## config.mk

```make
export PLATFORM = sky130hd
export DESIGN_NAME = rns_to_binary_127_128_129
export DESIGN_NICKNAME = d
export VERILOG_FILES = /design/src/rtl/rns_to_binary_127_128_129.sv
export SDC_FILE = /design/constraint.sdc
export NUM_CORES = 1
export LEC_CHECK = 0
export ABC_AREA = 1
export CORE_ASPECT_RATIO = 1.5
export CORE_MARGIN = 2
export CORE_UTILIZATION = 57
export CTS_BUF_LIST = sky130_fd_sc_hd__clkbuf_4 sky130_fd_sc_hd__clkbuf_8
export DETAILED_ROUTE_END_ITERATION = 10
export PLACE_DENSITY = 0.89
export SLEW_MARGIN = 25
export SYNTH_ARGS = -nofsm -noshare
export SYNTH_HDL_FRONTEND = slang
export SYNTH_SLANG_ARGS = --single-unit
```

## constraint.sdc

```tcl
create_clock -name clk -period 7.4 [get_ports clk]
set_input_delay 1.48 -clock clk [delete_from_list [all_inputs] [get_ports clk]]
set_output_delay 1.48 -clock clk [all_outputs]
set_load 0.02 [all_outputs]
```

## src/rtl/rns_to_binary_127_128_129.sv

```systemverilog
// Residue-to-binary converter for {2^N-1, 2^N, 2^N+1} using mixed-radix conversion.
// Optional self-check stage and out_mismatch port enabled by RNS_TO_BIN_SELF_CHECK_EN.
module rns_to_binary_127_128_129 #(
    parameter int N = 7
) (
    input  logic           clk,
    input  logic           rst_n,
    input  logic           in_valid,
    output logic           in_ready,
    input  logic [N-1:0]   in_r_lo,
    input  logic [N-1:0]   in_r_mid,
    input  logic [N:0]     in_r_hi,
    output logic           out_valid,
    input  logic           out_ready,
    output logic [3*N-1:0] out_x,
`ifdef RNS_TO_BIN_SELF_CHECK_EN
    output logic           out_mismatch,
`endif
    output logic           out_err
);
    localparam int W = 3 * N;
    localparam logic [N-1:0]        MOD_LO   = {N{1'b1}};
    localparam logic [N:0]          MOD_HI   = {1'b1, {(N-1){1'b0}}, 1'b1};
    localparam logic signed [N+1:0] MOD_LO_S = $signed({2'b00, MOD_LO});
    localparam logic signed [N+1:0] MOD_HI_S = $signed({1'b0, MOD_HI});

    typedef enum logic [2:0] {IDLE, S_A1, S_A2, S_COMB, S_CHK, DONE} state_t;

    state_t state_q, state_d;
    logic           in_ready_q, in_ready_d;
    logic [N-1:0]   a0_q, a0_d;
    logic [N-1:0]   r_lo_q, r_lo_d;
    logic [N:0]     r_hi_q, r_hi_d;
    logic           err_q, err_d;
    logic [N:0]     a1_q, a1_d;
    logic [N-1:0]   a2_q, a2_d;
    logic [W-1:0]   out_x_q, out_x_d;
    logic           out_err_q, out_err_d;
    logic           out_valid_q, out_valid_d;

    logic signed [N+1:0] d1, t_s;
    logic [N-1:0]        t;
    logic [W-1:0]        sum;
    logic                accept;
    logic                unused_bits;

    assign accept = in_valid && in_ready_q;

    always_ff @(posedge clk or negedge rst_n) begin
        if (!rst_n) begin
            state_q <= IDLE;
        end else begin
            state_q <= state_d;
        end
    end

    always_comb begin
        state_d = state_q;
        case (state_q)
            IDLE:   if (accept) state_d = S_A1;
            S_A1:   state_d = S_A2;
            S_A2:   state_d = S_COMB;
`ifdef RNS_TO_BIN_SELF_CHECK_EN
            S_COMB: state_d = S_CHK;
            S_CHK:  state_d = DONE;
`else
            S_COMB: state_d = DONE;
`endif
            DONE:   if (out_ready) state_d = IDLE;
            default: state_d = IDLE;
        endcase
    end

    // Mixed-radix digits: a1 uses 2^N == -1 mod 2^N+1, a2 uses 2^N == 1 mod 2^N-1
    always_comb begin
        d1 = $signed({2'b00, a0_q}) - $signed({1'b0, r_hi_q});
        if (d1 < 0) d1 = d1 + MOD_HI_S;

        t_s = $signed({2'b00, r_lo_q}) - $signed({2'b00, a0_q}) - $signed({1'b0, a1_q});
        for (int k = 0; k < 3; k++) begin
            if (t_s < 0) t_s = t_s + MOD_LO_S;
        end
        t = t_s[N-1:0];
        if (t == MOD_LO) t = '0;

        sum = W'(a0_q) + (W'(a1_q) << N) + (W'(a2_q) << (2 * N)) + (W'(a2_q) << N);
    end

    assign unused_bits = ^{d1[N+1], t_s[N+1:N]};

`ifdef RNS_TO_BIN_SELF_CHECK_EN
    logic mismatch_q, mismatch_d;
    logic chk_ok;
    assign chk_ok = ((out_x_q % W'(MOD_LO)) == W'(r_lo_q)) &&
                    (out_x_q[N-1:0] == a0_q) &&
                    ((out_x_q % W'(MOD_HI)) == W'(r_hi_q));
`endif

    always_comb begin
        a0_d        = a0_q;
        r_lo_d      = r_lo_q;
        r_hi_d      = r_hi_q;
        err_d       = err_q;
        a1_d        = a1_q;
        a2_d        = a2_q;
        out_x_d     = out_x_q;
        out_err_d   = out_err_q;
        out_valid_d = out_valid_q;
        in_ready_d  = (state_d == IDLE);
`ifdef RNS_TO_BIN_SELF_CHECK_EN
        mismatch_d  = mismatch_q;
`endif
        case (state_q)
            IDLE: begin
                if (accept) begin
                    a0_d   = in_r_mid;
                    r_lo_d = in_r_lo;
                    r_hi_d = in_r_hi;
                    err_d  = (in_r_lo == MOD_LO) || (in_r_hi > MOD_HI);
                end
            end
            S_A1: a1_d = d1[N:0];
            S_A2: a2_d = {t[0], t[N-1:1]};
            S_COMB: begin
                out_x_d   = err_q ? '0 : sum;
                out_err_d = err_q;
`ifndef RNS_TO_BIN_SELF_CHECK_EN
                out_valid_d = 1'b1;
`endif
            end
`ifdef RNS_TO_BIN_SELF_CHECK_EN
            S_CHK: begin
                mismatch_d  = !err_q && !chk_ok;
                out_valid_d = 1'b1;
            end
`endif
            DONE: if (out_ready) out_valid_d = 1'b0;
            default: ;
        endcase
    end

    always_ff @(posedge clk or negedge rst_n) begin
        if (!rst_n) begin
            in_ready_q  <= 1'b0;
            a0_q        <= '0;
            r_lo_q      <= '0;
            r_hi_q      <= '0;
            err_q       <= 1'b0;
            a1_q        <= '0;
            a2_q        <= '0;
            out_x_q     <= '0;
            out_err_q   <= 1'b0;
            out_valid_q <= 1'b0;
        end else begin
            in_ready_q  <= in_ready_d;
            a0_q        <= a0_d;
            r_lo_q      <= r_lo_d;
            r_hi_q      <= r_hi_d;
            err_q       <= err_d;
            a1_q        <= a1_d;
            a2_q        <= a2_d;
            out_x_q     <= out_x_d;
            out_err_q   <= out_err_d;
            out_valid_q <= out_valid_d;
        end
    end

`ifdef RNS_TO_BIN_SELF_CHECK_EN
    always_ff @(posedge clk or negedge rst_n) begin
        if (!rst_n) begin
            mismatch_q <= 1'b0;
        end else begin
            mismatch_q <= mismatch_d;
        end
    end
    assign out_mismatch = mismatch_q;
`endif

    assign in_ready  = in_ready_q;
    assign out_valid = out_valid_q;
    assign out_x     = out_x_q;
    assign out_err   = out_err_q;
endmodule

```

==> impl_metrics.env <==
export IMPL_gr_total_overflow=0
export IMPL_synth_top_area_share_pct=35.9
export IMPL_cts_setup_buffers=0
export IMPL_critPathLaunchType="flip-flop"
export IMPL_die_h_um=113
export IMPL_crit_path_frequent_cell="nand2_1"
export IMPL_grt_pass1_wl_um=17900
export IMPL_tightest_slew_ns=0.846
export IMPL_drive_above_1_share_pct=6.41
export IMPL_synthTopCellsByArea="dfrtp_1 (36%), nand2_1 (17%), ha_1 (9.1%), inv_1 (7.9%), o21ai_0 (4.3%)"
export IMPL_fin_skew_ns=0.00977
export IMPL_critPathMaxFanout=12
export IMPL_syn_area_per_cell_um2=7.21
export IMPL_pin_count=50
export IMPL_cts_hold_buf=0
export IMPL_synth_area_um2=4540
export IMPL_max_freq_mhz=233
export IMPL_synth_seq_area_share_pct=35.9
export IMPL_ys_async_sr_fraction_pct=100
export IMPL_cts_buffers=9
export IMPL_route_antenna_remaining_nets=0
export IMPL_synth_top_family_by_area="simple AND/OR/NAND/NOR gates"
export IMPL_hpwlAfterDp_um=8230
export IMPL_r2r_setup_slack_ns=3.10
export IMPL_hold_viol=0
export IMPL_clock_sinks=65
export IMPL_max_stage_delay_ns=0.40
export IMPL_ys_flop_type="dfrtp_1"
export IMPL_setup_viol=0
export IMPL_clockRootBuffer="clkbuf_8"
export IMPL_synthXorXnorAreaFrac_pct=4.06
export IMPL_synth_seq_cells=65
export IMPL_rsz0062_at_grt="false"
export IMPL_diodes=0
export IMPL_viasPerCell=5.36
export IMPL_synth_compound_area_share_pct=10.9
export IMPL_grt_use_total_pct=25.7
export IMPL_fin_crit_sh_pct=58.1
export IMPL_htreeDepth=3
export IMPL_gp_congestion=0.924
export IMPL_period_minus_slack_ns=4.30
export IMPL_die_area_um2=8700
export IMPL_port_buffers=49
export IMPL_worst_ep_required_time_ns=7.63
export IMPL_maxCapViolations=0
export IMPL_finalWirelength_um=10700
export IMPL_synth_yosys_warnings=0
export IMPL_synth_mux_area_share_pct=1.49
export IMPL_grt_max_degree=66
export IMPL_reg2reg_to="a2_q[2]$_DFFE_PN0N_"
export IMPL_hold_path_class="flip-flop to flip-flop"
export IMPL_synth_fa_ha_area_share_pct=10.9
export IMPL_wl_per_cell_um=13.6
export IMPL_start_util_pct=59.2
export IMPL_crit_start="r_lo_q[0]$_DFFE_PN0P_"
export IMPL_hold_ws_ns=0.477
export IMPL_yosysTopAreaCell="dfrtp_1"
export IMPL_path_class="flip-flop to flip-flop"
export IMPL_regArea_um2=1630
export IMPL_drt_iter0_markers=245
export IMPL_ctsResizeCount=0
export IMPL_crit_arrival_ns=4.53
export IMPL_r2r_start="r_lo_q[0]$_DFFE_PN0P_"
export IMPL_rows=39
export IMPL_drv_slew=0
export IMPL_dr_pass1_iters=6
export IMPL_clockBufferDepth=2
export IMPL_drc=0
export IMPL_cts_tree="done"
export IMPL_reg2reg_depth=31
export IMPL_grt_antenna_before_repair=0
export IMPL_clk_pin_slew_ns=0.07
export IMPL_synth_edf_count=0
export IMPL_ys_types=35
export IMPL_synth_simple_area_share_pct=27.9
export IMPL_vias=4223
export IMPL_relSlewSlack_pct=43.4
export IMPL_crit_path_top_delay_cell="fa_1"
export IMPL_critPathCapture="a2_q[2]$_DFFE_PN0N_"
export IMPL_end_kind="flip-flop"
export IMPL_fillers=600
export IMPL_tns_ns=0
export IMPL_grt_pass1_vias=4139
export IMPL_multi_input_comb_area_um2=2500
export IMPL_synth_cells=629
export IMPL_status="complete, no violations"
export IMPL_clk_latency_ns=0.34
export IMPL_syn_nets=692
export IMPL_core_area_um2=7660
export IMPL_die_w_um=76.8
export IMPL_fin_nets=744
export IMPL_area_growth_pct=17.7
[per-layer routing]
metal	track usage [%]	up-vias	wire [um]
li1	-	2094	-
met1	26.4	1960	4000
met2	48.9	130	5770
met3	3.43	39	433
met4	15.0	0	510
met5	0	-	0
[worst min path at each step]
stage / depth (start not counted) / to / from
2_1_floorplan: 2 / r_hi_q[2]$_DFFE_PN0P_ / r_hi_q[2]$_DFFE_PN0P_
3_3_place_gp: 2 / out_valid$_DFFE_PN0P_ / out_valid$_DFFE_PN0P_
3_5_place_dp: 2 / out_valid$_DFFE_PN0P_ / out_valid$_DFFE_PN0P_
4_1_cts: 2 / out_valid$_DFFE_PN0P_ / out_valid$_DFFE_PN0P_
5_1_grt: 2 / out_valid$_DFFE_PN0P_ / out_valid$_DFFE_PN0P_
6_report: 2 / out_valid$_DFFE_PN0P_ / out_valid$_DFFE_PN0P_
[flip-flops by register name, indices dropped and copies added, names as in the netlist]
signal	flops
in_ready	1
r_hi_q	8
out_x	21
a2_q	7
out_valid	1
r_lo_q	7
a0_q	7
a1_q	8
err_q	1
state_q	3
out_err	1
[cell usage in the layout (no fill, tap or decap), drive strengths merged, types with 3 or more instances in the layout]
cell type,Yosys,layout
clkdlybuf4s50,0,48
nand2,210,210
xor2,10,10
buf,2,3
nor3,7,7
ha,33,33
fa,4,4
nor2,49,49
nand3,29,29
xnor2,11,11
clkbuf,8,11
a21oi,35,35
o21ai,40,40
mux2,6,6
o21bai,3,3
dfrtp,65,65
or2,3,3
inv,96,96
nand4,6,6
[worst max-delay path, delay by kind of cell, from the launching register on]
family / cells / cell delay, ns
AND/OR/NAND/NOR: 19 / 1.87
AO/OA/AOI/OAI: 2 / 0.35
buffers and inverters: 5 / 0.32
adder cells (fa/ha/maj): 4 / 1.12
flip-flops: 1 / 0.38
XOR/XNOR: 1 / 0.14
[synth_stat cells, types with 2 or more instances]
library cell / number
a21oi_1: 31
a21oi_2: 4
a22o_1: 2
a31oi_1: 2
clkbuf_1: 8
dfrtp_1: 65
fa_1: 4
ha_1: 33
inv_1: 96
mux2_2: 6
nand2_1: 205
nand2_2: 4
nand3_1: 28
nand3b_1: 2
nand4_1: 6
nor2_1: 45
nor2_2: 4
nor3_1: 6
o21ai_0: 39
o21bai_1: 3
o31ai_1: 2
or2_2: 2
xnor2_1: 11
xor2_1: 10
[metrics by stage]
| step | setup slack (ns) | util, % | cells | area, um^2 |
|---|---|---|---|---|
| after floorplan | 3.69 | - | 629 | 4540 |
| after global placement | 3.51 | 66.8 | 772 | 5120 |
| after detailed placement | 3.29 | 66.8 | 772 | 5120 |
| after CTS | 3.18 | 69.7 | 788 | 5340 |
| after global routing | 2.66 | 69.7 | 788 | 5340 |
| final | 3.10 | 69.7 | 788 | 5340 |
[kinds of logic after synthesis]
family / Yosys count
and+or+nand+nor: 306
buffers and inverters: 106
DFF: 65
adders and majority gates: 37
muxes: 6
AOI/OAI and AO/OA: 88
xor gates and xnor gates: 21
[cell type report]
type | count | area share, %
multi-input combinational | 458 | 46.9
inverter | 96 | 6.75
clock inverter | 5 | 1.50
clock buffer | 11 | 2.60
timing repair buffer | 51 | 9.38
tap | 102 | 2.39
sequential | 65 | 30.5
Power is not shown: default switching activity piles up to over one toggle a cycle in this logic, so the estimate is an artifact.
